### src/rtl/irig_b_decoder.sv
// IRIG-B DC-level decoder: symbol width classification, frame sync and BCD time capture.
// Optional range check of the decoded time fields is enabled by defining IRIG_BCD_CHECK_EN.
module irig_b_decoder #(
    parameter int unsigned TH_1MS  = 125_000,
    parameter int unsigned TH_3MS  = 375_000,
    parameter int unsigned TH_4MS  = 500_000,
    parameter int unsigned TH_6MS  = 750_000,
    parameter int unsigned TH_7MS  = 875_000,
    parameter int unsigned TH_9MS  = 1_125_000,
    parameter int unsigned TO_12MS = 1_500_000
) (
    input  logic       pll_c0,
    input  logic       rst,
    input  logic       b_code_in,
    output logic       sym_valid,
    output logic [7:0] sym_code,
    output logic       locked,
    output logic       frame_valid,
    output logic [6:0] sec_bcd,
    output logic [6:0] min_bcd,
    output logic [5:0] hour_bcd,
    output logic [9:0] day_bcd,
    output logic [7:0] year_bcd,
    output logic       sync_err,
    output logic       bcd_err
);
    localparam logic [7:0] CODE_P = 8'h70;
    localparam logic [7:0] CODE_1 = 8'h31;
    localparam logic [7:0] CODE_0 = 8'h30;
    localparam logic [7:0] CODE_X = 8'h00;
    localparam int STAGES = 1;

    typedef struct packed {
        logic [6:0] sec;
        logic [6:0] min;
        logic [5:0] hour;
        logic [9:0] day;
        logic [7:0] year;
    } irig_time_t;

    typedef enum logic {HUNT, LOCKED} state_t;

    function automatic logic [7:0] classify(input logic [31:0] w);
        if (w >= TH_1MS && w <= TH_3MS)      return CODE_0;
        else if (w >= TH_4MS && w <= TH_6MS) return CODE_1;
        else if (w >= TH_7MS && w <= TH_9MS) return CODE_P;
        else                                 return CODE_X;
    endfunction

    logic              s1, s2, s3, rise, fall, to_hit;
    logic [31:0]       high_cnt, low_cnt, width_q;
    logic [STAGES:0]   vld_pipe, to_pipe;
    logic [7:0]        code_q;
    state_t            state, state_n;
    logic [6:0]        idx, idx_n, idx_nx;
    logic              prev_p, prev_p_n, sync_err_n, frame_done, cap_en, clr_sh;
    logic              ev_sym, ev_to, is_p, is_bit, marker, frame_ok;
    irig_time_t        shadow;

    always_comb begin
        rise   = s2 & ~s3;
        fall   = ~s2 & s3;
        // Fires only on the cycle a counter steps onto the limit, so saturation cannot re-trigger.
        to_hit = (s2 && !rise && high_cnt == TO_12MS - 32'd1) ||
                 (!s2 && !fall && low_cnt == TO_12MS - 32'd1);
    end

    always_ff @(posedge pll_c0) begin
        if (rst) begin
            {s1, s2, s3} <= '0;
            high_cnt     <= '0;
            low_cnt      <= '0;
            width_q      <= '0;
            vld_pipe     <= '0;
            to_pipe      <= '0;
            code_q       <= CODE_X;
        end else begin
            s1 <= b_code_in;
            s2 <= s1;
            s3 <= s2;
            if (rise)                          high_cnt <= 32'd1;
            else if (s2 && high_cnt != TO_12MS) high_cnt <= high_cnt + 32'd1;
            if (fall)                          low_cnt  <= 32'd1;
            else if (!s2 && low_cnt != TO_12MS) low_cnt  <= low_cnt + 32'd1;
            width_q     <= high_cnt;
            vld_pipe[0] <= fall & ~to_hit;
            to_pipe[0]  <= to_hit;
            vld_pipe[1] <= vld_pipe[0];
            to_pipe[1]  <= to_pipe[0];
            if (vld_pipe[0]) code_q <= classify(width_q);
        end
    end

    always_comb begin
        ev_sym = vld_pipe[STAGES];
        ev_to  = to_pipe[STAGES];
        is_p   = (code_q == CODE_P);
        is_bit = (code_q == CODE_0) || (code_q == CODE_1);
        idx_nx = (idx == 7'd99) ? 7'd0 : idx + 7'd1;
        marker = (idx_nx == 7'd0) || ((idx_nx % 7'd10) == 7'd9);
    end

    always_comb begin
        state_n    = state;
        idx_n      = idx;
        prev_p_n   = prev_p;
        sync_err_n = 1'b0;
        frame_done = 1'b0;
        cap_en     = 1'b0;
        clr_sh     = 1'b0;
        case (state)
            HUNT: if (ev_sym) begin
                if (is_p && prev_p) begin
                    state_n  = LOCKED;
                    idx_n    = 7'd0;
                    prev_p_n = 1'b0;
                    clr_sh   = 1'b1;
                end else begin
                    prev_p_n = is_p;
                end
            end
            LOCKED: if (ev_to) begin
                state_n    = HUNT;
                sync_err_n = 1'b1;
                prev_p_n   = 1'b0;
            end else if (ev_sym) begin
                if (marker ? !is_p : !is_bit) begin
                    state_n    = HUNT;
                    sync_err_n = 1'b1;
                    prev_p_n   = is_p;
                end else begin
                    idx_n      = idx_nx;
                    cap_en     = is_bit;
                    frame_done = (idx_nx == 7'd99);
                end
            end
            default: state_n = HUNT;
        endcase
    end

    always_ff @(posedge pll_c0) begin
        if (rst) begin
            state  <= HUNT;
            idx    <= '0;
            prev_p <= 1'b0;
        end else begin
            state  <= state_n;
            idx    <= idx_n;
            prev_p <= prev_p_n;
        end
    end

    assign locked = (state == LOCKED);

`ifdef IRIG_BCD_CHECK_EN
    function automatic logic bcd_ok(input irig_time_t t);
        logic [9:0] d;
        d = 10'(t.day[9:8]) * 10'd100 + 10'(t.day[7:4]) * 10'd10 + 10'(t.day[3:0]);
        return (t.sec[3:0] <= 4'd9) && (t.sec[6:4] <= 3'd5) &&
               (t.min[3:0] <= 4'd9) && (t.min[6:4] <= 3'd5) &&
               (t.hour[3:0] <= 4'd9) &&
               ((t.hour[5:4] <= 2'd1) || (t.hour[5:4] == 2'd2 && t.hour[3:0] <= 4'd3)) &&
               (t.day[3:0] <= 4'd9) && (t.day[7:4] <= 4'd9) &&
               (t.year[3:0] <= 4'd9) && (t.year[7:4] <= 4'd9) &&
               (d >= 10'd1) && (d <= 10'd366);
    endfunction

    always_comb frame_ok = bcd_ok(shadow);

    always_ff @(posedge pll_c0) begin
        if (rst) bcd_err <= 1'b0;
        else     bcd_err <= frame_done & ~frame_ok;
    end
`else
    assign frame_ok = 1'b1;
    assign bcd_err  = 1'b0;
`endif

    always_ff @(posedge pll_c0) begin
        if (rst) begin
            sym_valid   <= 1'b0;
            sym_code    <= CODE_X;
            frame_valid <= 1'b0;
            sync_err    <= 1'b0;
            shadow      <= '0;
            {sec_bcd, min_bcd, hour_bcd, day_bcd, year_bcd} <= '0;
        end else begin
            sym_valid   <= ev_sym;
            if (ev_sym) sym_code <= code_q;
            sync_err    <= sync_err_n;
            frame_valid <= frame_done & frame_ok;
            if (frame_done & frame_ok)
                {sec_bcd, min_bcd, hour_bcd, day_bcd, year_bcd} <= shadow;
            // Data symbols land in the shadow by frame position; unmapped positions are dropped.
            if (clr_sh) shadow <= '0;
            else if (cap_en) begin
                case (idx_nx) inside
                    [7'd1:7'd4]:   shadow.sec[3'(idx_nx - 7'd1)]   <= (code_q == CODE_1);
                    [7'd6:7'd8]:   shadow.sec[3'(idx_nx - 7'd2)]   <= (code_q == CODE_1);
                    [7'd10:7'd13]: shadow.min[3'(idx_nx - 7'd10)]  <= (code_q == CODE_1);
                    [7'd15:7'd17]: shadow.min[3'(idx_nx - 7'd11)]  <= (code_q == CODE_1);
                    [7'd20:7'd23]: shadow.hour[3'(idx_nx - 7'd20)] <= (code_q == CODE_1);
                    [7'd25:7'd26]: shadow.hour[3'(idx_nx - 7'd21)] <= (code_q == CODE_1);
                    [7'd30:7'd33]: shadow.day[4'(idx_nx - 7'd30)]  <= (code_q == CODE_1);
                    [7'd35:7'd38]: shadow.day[4'(idx_nx - 7'd31)]  <= (code_q == CODE_1);
                    [7'd40:7'd41]: shadow.day[4'(idx_nx - 7'd32)]  <= (code_q == CODE_1);
                    [7'd50:7'd53]: shadow.year[3'(idx_nx - 7'd50)] <= (code_q == CODE_1);
                    [7'd55:7'd58]: shadow.year[3'(idx_nx - 7'd51)] <= (code_q == CODE_1);
                    default: ;
                endcase
            end
        end
    end
endmodule

### config.mk
export PLATFORM = sky130hd
export DESIGN_NAME = irig_b_decoder
export DESIGN_NICKNAME = d
export VERILOG_FILES = /design/src/rtl/irig_b_decoder.sv
export SDC_FILE = /design/constraint.sdc
export NUM_CORES = 1
export LEC_CHECK = 0
export ABC_AREA = 1
export BUFFER_PORTS_ARGS = -buffer_cell sky130_fd_sc_hd__buf_2
export CAP_MARGIN = 10
export CORE_MARGIN = 3
export CORE_UTILIZATION = 69
export CTS_BUF_LIST = sky130_fd_sc_hd__clkbuf_8
export CTS_CLUSTER_SIZE = 12
export DETAILED_ROUTE_END_ITERATION = 10
export PLACE_DENSITY = 0.84
export SLEW_MARGIN = 5
export SYNTH_ARGS = -nofsm -noshare
export SYNTH_HDL_FRONTEND = slang
export SYNTH_SLANG_ARGS = --single-unit
### constraint.sdc
create_clock -name pll_c0 -period 8.47 [get_ports pll_c0]
set_input_delay 1.2705 -clock pll_c0 [delete_from_list [all_inputs] [get_ports pll_c0]]
set_output_delay 1.2705 -clock pll_c0 [all_outputs]
set_load 0.05 [all_outputs]
# Word level (Yosys, flattened, before mapping)
# Index checks and enable logic that the tools add are counted.
# op_classes
add_sub_neg,14
n_shift,0
n_mul,0
n_bitwise,16
n_reduce_logical,59
div_mod_pow,1
eq_ne,17
n_mux,83
order_cmp,50
# ops
op,count
7-bit two-way mux,11
32-bit by 1-bit adder with 32-bit output (second input constant),2
32-bit by 21-bit equality test with 1-bit output (second input constant),2
32-bit by 21-bit inequality test with 1-bit output (second input constant),2
1-bit two-way mux,38
7-bit by 6-bit <= comparator with 1-bit output (second input constant),5
32-bit by 17-bit greater-or-equal comparator with 1-bit output (second input constant),1
32-bit by 19-bit greater-or-equal comparator with 1-bit output (second input constant),1
32-bit by 20-bit greater-or-equal comparator with 1-bit output (second input constant),1
32-bit by 19-bit <= comparator with 1-bit output (second input constant),1
32-bit by 20-bit <= comparator with 1-bit output (second input constant),1
32-bit by 21-bit <= comparator with 1-bit output (second input constant),1
1-bit logical AND,32
3-bit by 4-bit < comparator with 1-bit output (second input constant),8
8-bit two-way mux,4
10-bit bitwise mux,3
10-bit two-way mux,3
7-bit bitwise mux,4
7-bit by 6-bit greater-or-equal comparator with 1-bit output (second input constant),4
1-bit demux with 3-bit select,8
3-bit by 1-bit greater-or-equal comparator with 1-bit output (second input constant),8
7-bit by 5-bit greater-or-equal comparator with 1-bit output (second input constant),3
7-bit by 5-bit <= comparator with 1-bit output (second input constant),3
8-bit bitwise mux,2
other kinds (41),92
# word_totals
rom_bits,0
register_bits,207
inputBits,3
latchBits,0
memories,0
ramBits,0
elab_cells,268

# Longest topological paths before layout
# depth
depth_word,11
ltp_mapped,36

# Least setup slack after synthesis
# OpenSTA, ideal clock, no wires.
# synth_timing
path_kind,reg-to-reg
from,reg idx[0]
to,reg shadow[19] (netlist bit)
t_arrival_ns,3.908
n_path_buf,1
setup_slack_ns,4.447
setup_ns,0.116
path_stages_with_launch,32
period_less_slack_ns,4.023
path_cell_list,dfxtp_1 ha_1 nand2_2 nor2_4 a21oi_1 nor2_4 nand3_1 nand2_1 inv_2 ha_1 inv_1 nand3_1 nand2_2 nand3_2 nand2_1 nand2_2 o21ai_0 nand2_1 nor2_1 xor2_1 ha_1 o21ai_0 nor2_1 o21ai_1 nor2_1 nand3_2 nand4_4 nor2_8 buf_6 nand3_1 o21ai_0 nor2_1
# synth_between
elab_chain_len,11
# synth_rtl
item,line_no,rtl
start: declaration,55,"logic [6:0] idx, idx_n, idx_nx;"
start signal: assignment,148,idx <= idx_n;
7-bit by 1-bit adder with 7-bit output / 7-bit equality test (equally long branches),99,idx_nx = (idx == 7'd99) ? 7'd0 : idx + 7'd1;
7-bit two-way mux *,99,
7-bit by 4-bit remainder unit with 7-bit output,100,marker = (idx_nx == 7'd0) || ((idx_nx % 7'd10) == 7'd9);
7-bit by 4-bit equality test with 1-bit output,100,
1-bit logical OR,100,
1-bit two-way mux (2 in series),127,if (marker ? !is_p : !is_bit) begin
1-bit two-way mux,126,end else if (ev_sym) begin
1-bit two-way mux,122,LOCKED: if (ev_to) begin
1-bit two-way mux,111,case (state)
6-bit AND reduction (no source line),-,
end: declaration,58,irig_time_t shadow;
# Every way passes the cells marked *; elsewhere a longest branch is shown, timed or not. The select of a mux whose other input is x is not followed.
# A chain may end at the register's enable or synchronous reset.

# Final worst setup path
# layout_timing
from,reg idx[0]
to,reg year_bcd[0]
# layout_between
elab_chain_len,10
# layout_rtl
item,line_no,rtl
7-bit by 1-bit adder with 7-bit output / 7-bit equality test (equally long branches),99,
7-bit two-way mux *,99,
7-bit by 4-bit remainder unit with 7-bit output,100,
7-bit by 4-bit equality test with 1-bit output,100,
1-bit logical OR,100,
1-bit two-way mux,127,
1-bit two-way mux *,127,
1-bit two-way mux *,126,
1-bit two-way mux *,122,
1-bit two-way mux *,111,
end signal: assignment,193,"{sec_bcd, min_bcd, hour_bcd, day_bcd, year_bcd} <= shadow;"
end: declaration,23,"output logic [7:0] year_bcd,"
# Every way passes the cells marked *; elsewhere a longest branch is shown, timed or not.

==> summary.txt <==
Timing
  – Hold WS: about 0.41 ns
  – FMAX: 201.1 MHz
  – Slew headroom: between 30% and 40%
  – Setup-failing EPs final: 0
  – Setup tns final: 0 ns
  – Worst Max-Slew Pin Slew: between 0.9 and 1 ns
  – Fin crit share: ~59%
  – Worst Skew: around 0.014 ns
  – RSZ-0062 raised after global routing: no
  – Final worst slack: 3.498 ns
  – Final hold viol count: 0
  – Tmin final: 4.972 ns
  – Max Slew Vio Count: 0

Clock network
  – CTS sink count: ~200
  – Worst-Skew Late Latency: roughly 0.48 ns
  – Clock Tree Buf Depth: 2
  – CTS Hold Bufs: 0
  – CTS H-tree depth: 4
  – CTS buffer count: 17
  – Clock root buffer: clkbuf_8
  – CTS tree: built
  – Post-CTS Setup Inserts: 0
  – # resized after CTS: 0
  – Clock slew at reported path FFs: about 0.10 ns

Die
  – Rows: 44
  – Die area: 16870 sq um
  – Core area: ~15000 sq um
  – Die Width: between 100 and 150 um
  – Die Height: between 100 and 150 um
  – Initial Utilization: between 70% and 80%
  – Top Ports: between 50 and 60

Finish
  – Fin util: approximately three quarters
  – Final Cell Area: approximately 11000 sq um
  – Post-layout nets: around 1600
  – Layout cells sized above 1: under 10%
  – Antenna cells: 0
  – Area Overhead vs Synth: 5.540%

Yosys
  – Synthesis-stage register bit count: roughly 200
  – Post-synthesis sequential area ratio: ~37%
  – Yosys top cell area share: between 30% and 40%
  – Netlist cell types: 52
  – Yosys warnings: 0
  – Commonest cells in the netlist: inv_1, nand2_1, nor2_1
  – Mapped Area: 10590 sq um
  – Cell with the most instances after synthesis: inv_1
  – Dominant cell type by area after synthesis: dfxtp_1
  – Top FF cell, synth: dfxtp_1
  – Ys async rst share: 0%
  – Mean post-synth cell area: ~6.6 sq um
  – Number of enable flip-flop cells after synthesis: 0
  – Synth area leaders: dfxtp_1, inv_1, nand2_1
  – Syn Inst Count: 1596

Setup path
  – Critical path buffers and inverters: 4
  – Most used cell along the critical path: nand2_1
  – Critical-path maximum fanout: 77
  – CP startpoint kind: register
  – Critical Path RT: 8.87 ns
  – Worst Setup End Kind: register
  – Setup crit end: year_bcd[0]
  – Crit path kind: reg2reg
  – Worst path top cell family by delay: simple AND/OR/NAND/NOR gates
  – Reg2reg path depth: 33
  – CP max stage cell: buf_4
  – RR Endpoint: year_bcd[0]
  – Critical Path Stages: 33
  – R2r setup slk: 3.50 ns
  – CP max stage delay: 0.52 ns
  – Crit path arrival time: 5.38 ns
  – CP Launch Point: idx[0]
  – RR Startpoint: idx[0]

Hold path
  – Worst hold path type: reg2reg
  – Hold path depth: 2

Placement
  – IO Port Bufs: 48
  – Detail Placement HPWL: approximately 18000 um
  – RD Place Congestion: roughly 1.1
  – Worst slack at placement: 3.594 ns
  – Dpl cell area: about 11000 sq um

Run
  – Max Cap Viol: 0

Route
  – Final antenna-violating net count: 0
  – DRC: 0
  – Wirelength, routed: around 25000 um
  – Overall via count from detail_route: between 10000 and 15000
  – DR WL/cell: 13.71 um
  – Initial DRC count: around 1000
  – TritonRoute pass-1 iters: 8
  – Vias per cell: between 5 and 6

Pwr
  – Pwr Density: about 140 nW/um^2
  – Static Leak: ~4.7 nW
  – Peak VDD IR: approximately 120 uV

Global routing
  – Number of global-route vias before repair: 9211
  – Largest net degree at the start of global routing: 78
  – Gr ovfl total: 0
  – Initial antenna violation count: 0
  – Total track usage: 29.79%
  – First-pass GRT wire length: 41500 um

Outcome
  – Outcome: finished clean
==> worst min path at each step <==
| stage | from | to | slack [ns] |
|---|---|---|---|
| detailed placement | s1 | s2 | 0.39 |
| global placement | s1 | s2 | 0.39 |
| global route | s1 | s2 | 0.42 |
| finish | s1 | s2 | 0.41 |
| CTS | s1 | s2 | 0.41 |
| floorplan | s1 | s2 | 0.39 |
==> metal layers <==
layer | up-vias | global-route usage (%) | share of wire, %
met2 | 364 | 51.50 | 49
met4 | 0 | 10.64 | 2.5
met1 | 4654 | 37.53 | 43
met5 | - | 0 | 0
li1 | 5229 | - | -
met3 | 59 | 5.158 | 5.9
==> through the flow <==
stage	power (mW)	std cells
floorplan	0.9898	1600
global placement	0.9953	1782
detailed placement	0.9965	1782
CTS	1.559	1814
global route	1.604	1814
finish	1.550	1814
==> report_power, final <==
group	switching, mW	internal (mW)
Combinational	0.0341	0.0101
Clock	0.355	0.219
Sequential	0.00240	0.929
Total	0.392	1.16
==> layout make-up <==
class	instances	area (sq um)
multi-input combinational	1079	5344
clock inverter	14	122.6
sequential	197	3944
fill	1192	3575
timing repair buffer	54	285.3
inverter	268	1006
tap	184	230.2
clock buffer	18	247.7
==> sequential cells by signal, summed over array words and instances (netlist names), 3 cells and up <==
register and cells:
shadow 38, high_cnt 32, low_cnt 32, width_q 32
day_bcd 10, year_bcd 8, idx 7, min_bcd 7
sec_bcd 7, hour_bcd 6, code_q 3, sym_code 3
==> cell usage in the layout, fill, tap and decap left out, types with 6 or more instances in the layout <==
cell type	Yosys	final
a211oi_1	8	8
a21oi_1	145	145
nand2_2	11	11
nand2_1	260	260
o21ai_0	117	117
nor2_1	227	225
nand3_1	81	81
o21ai_1	8	8
ha_1	19	19
a31oi_1	13	13
clkbuf_8	0	18
buf_4	9	6
dfxtp_1	197	197
nand4_1	43	43
nor3_1	53	53
buf_2	3	48
nor4_1	21	21
inv_1	262	263
==> tightest hold or removal path, stage by stage, from the launching register on <==
cell and delay [ns]:
dfxtp_1 0.31, inv_1 0.04, nor2_1 0.03
==> cells by family (layout without fill, tap and decap cells) <==
group | Yosys count | in the layout | share of synthesized area (%)
AO/OA/AOI/OAI | 324 | 324 | 16.90
XOR/XNOR | 3 | 3 | 0.2481
adder cells (fa/ha/maj) | 19 | 19 | 2.244
buffers and inverters | 324 | 354 | 12.51
flip-flops | 197 | 197 | 37.23
other | 1 | 5 | 0.03540
AND/OR/NAND/NOR | 728 | 728 | 30.83
Note: power is estimated with default switching activity, not from simulation.
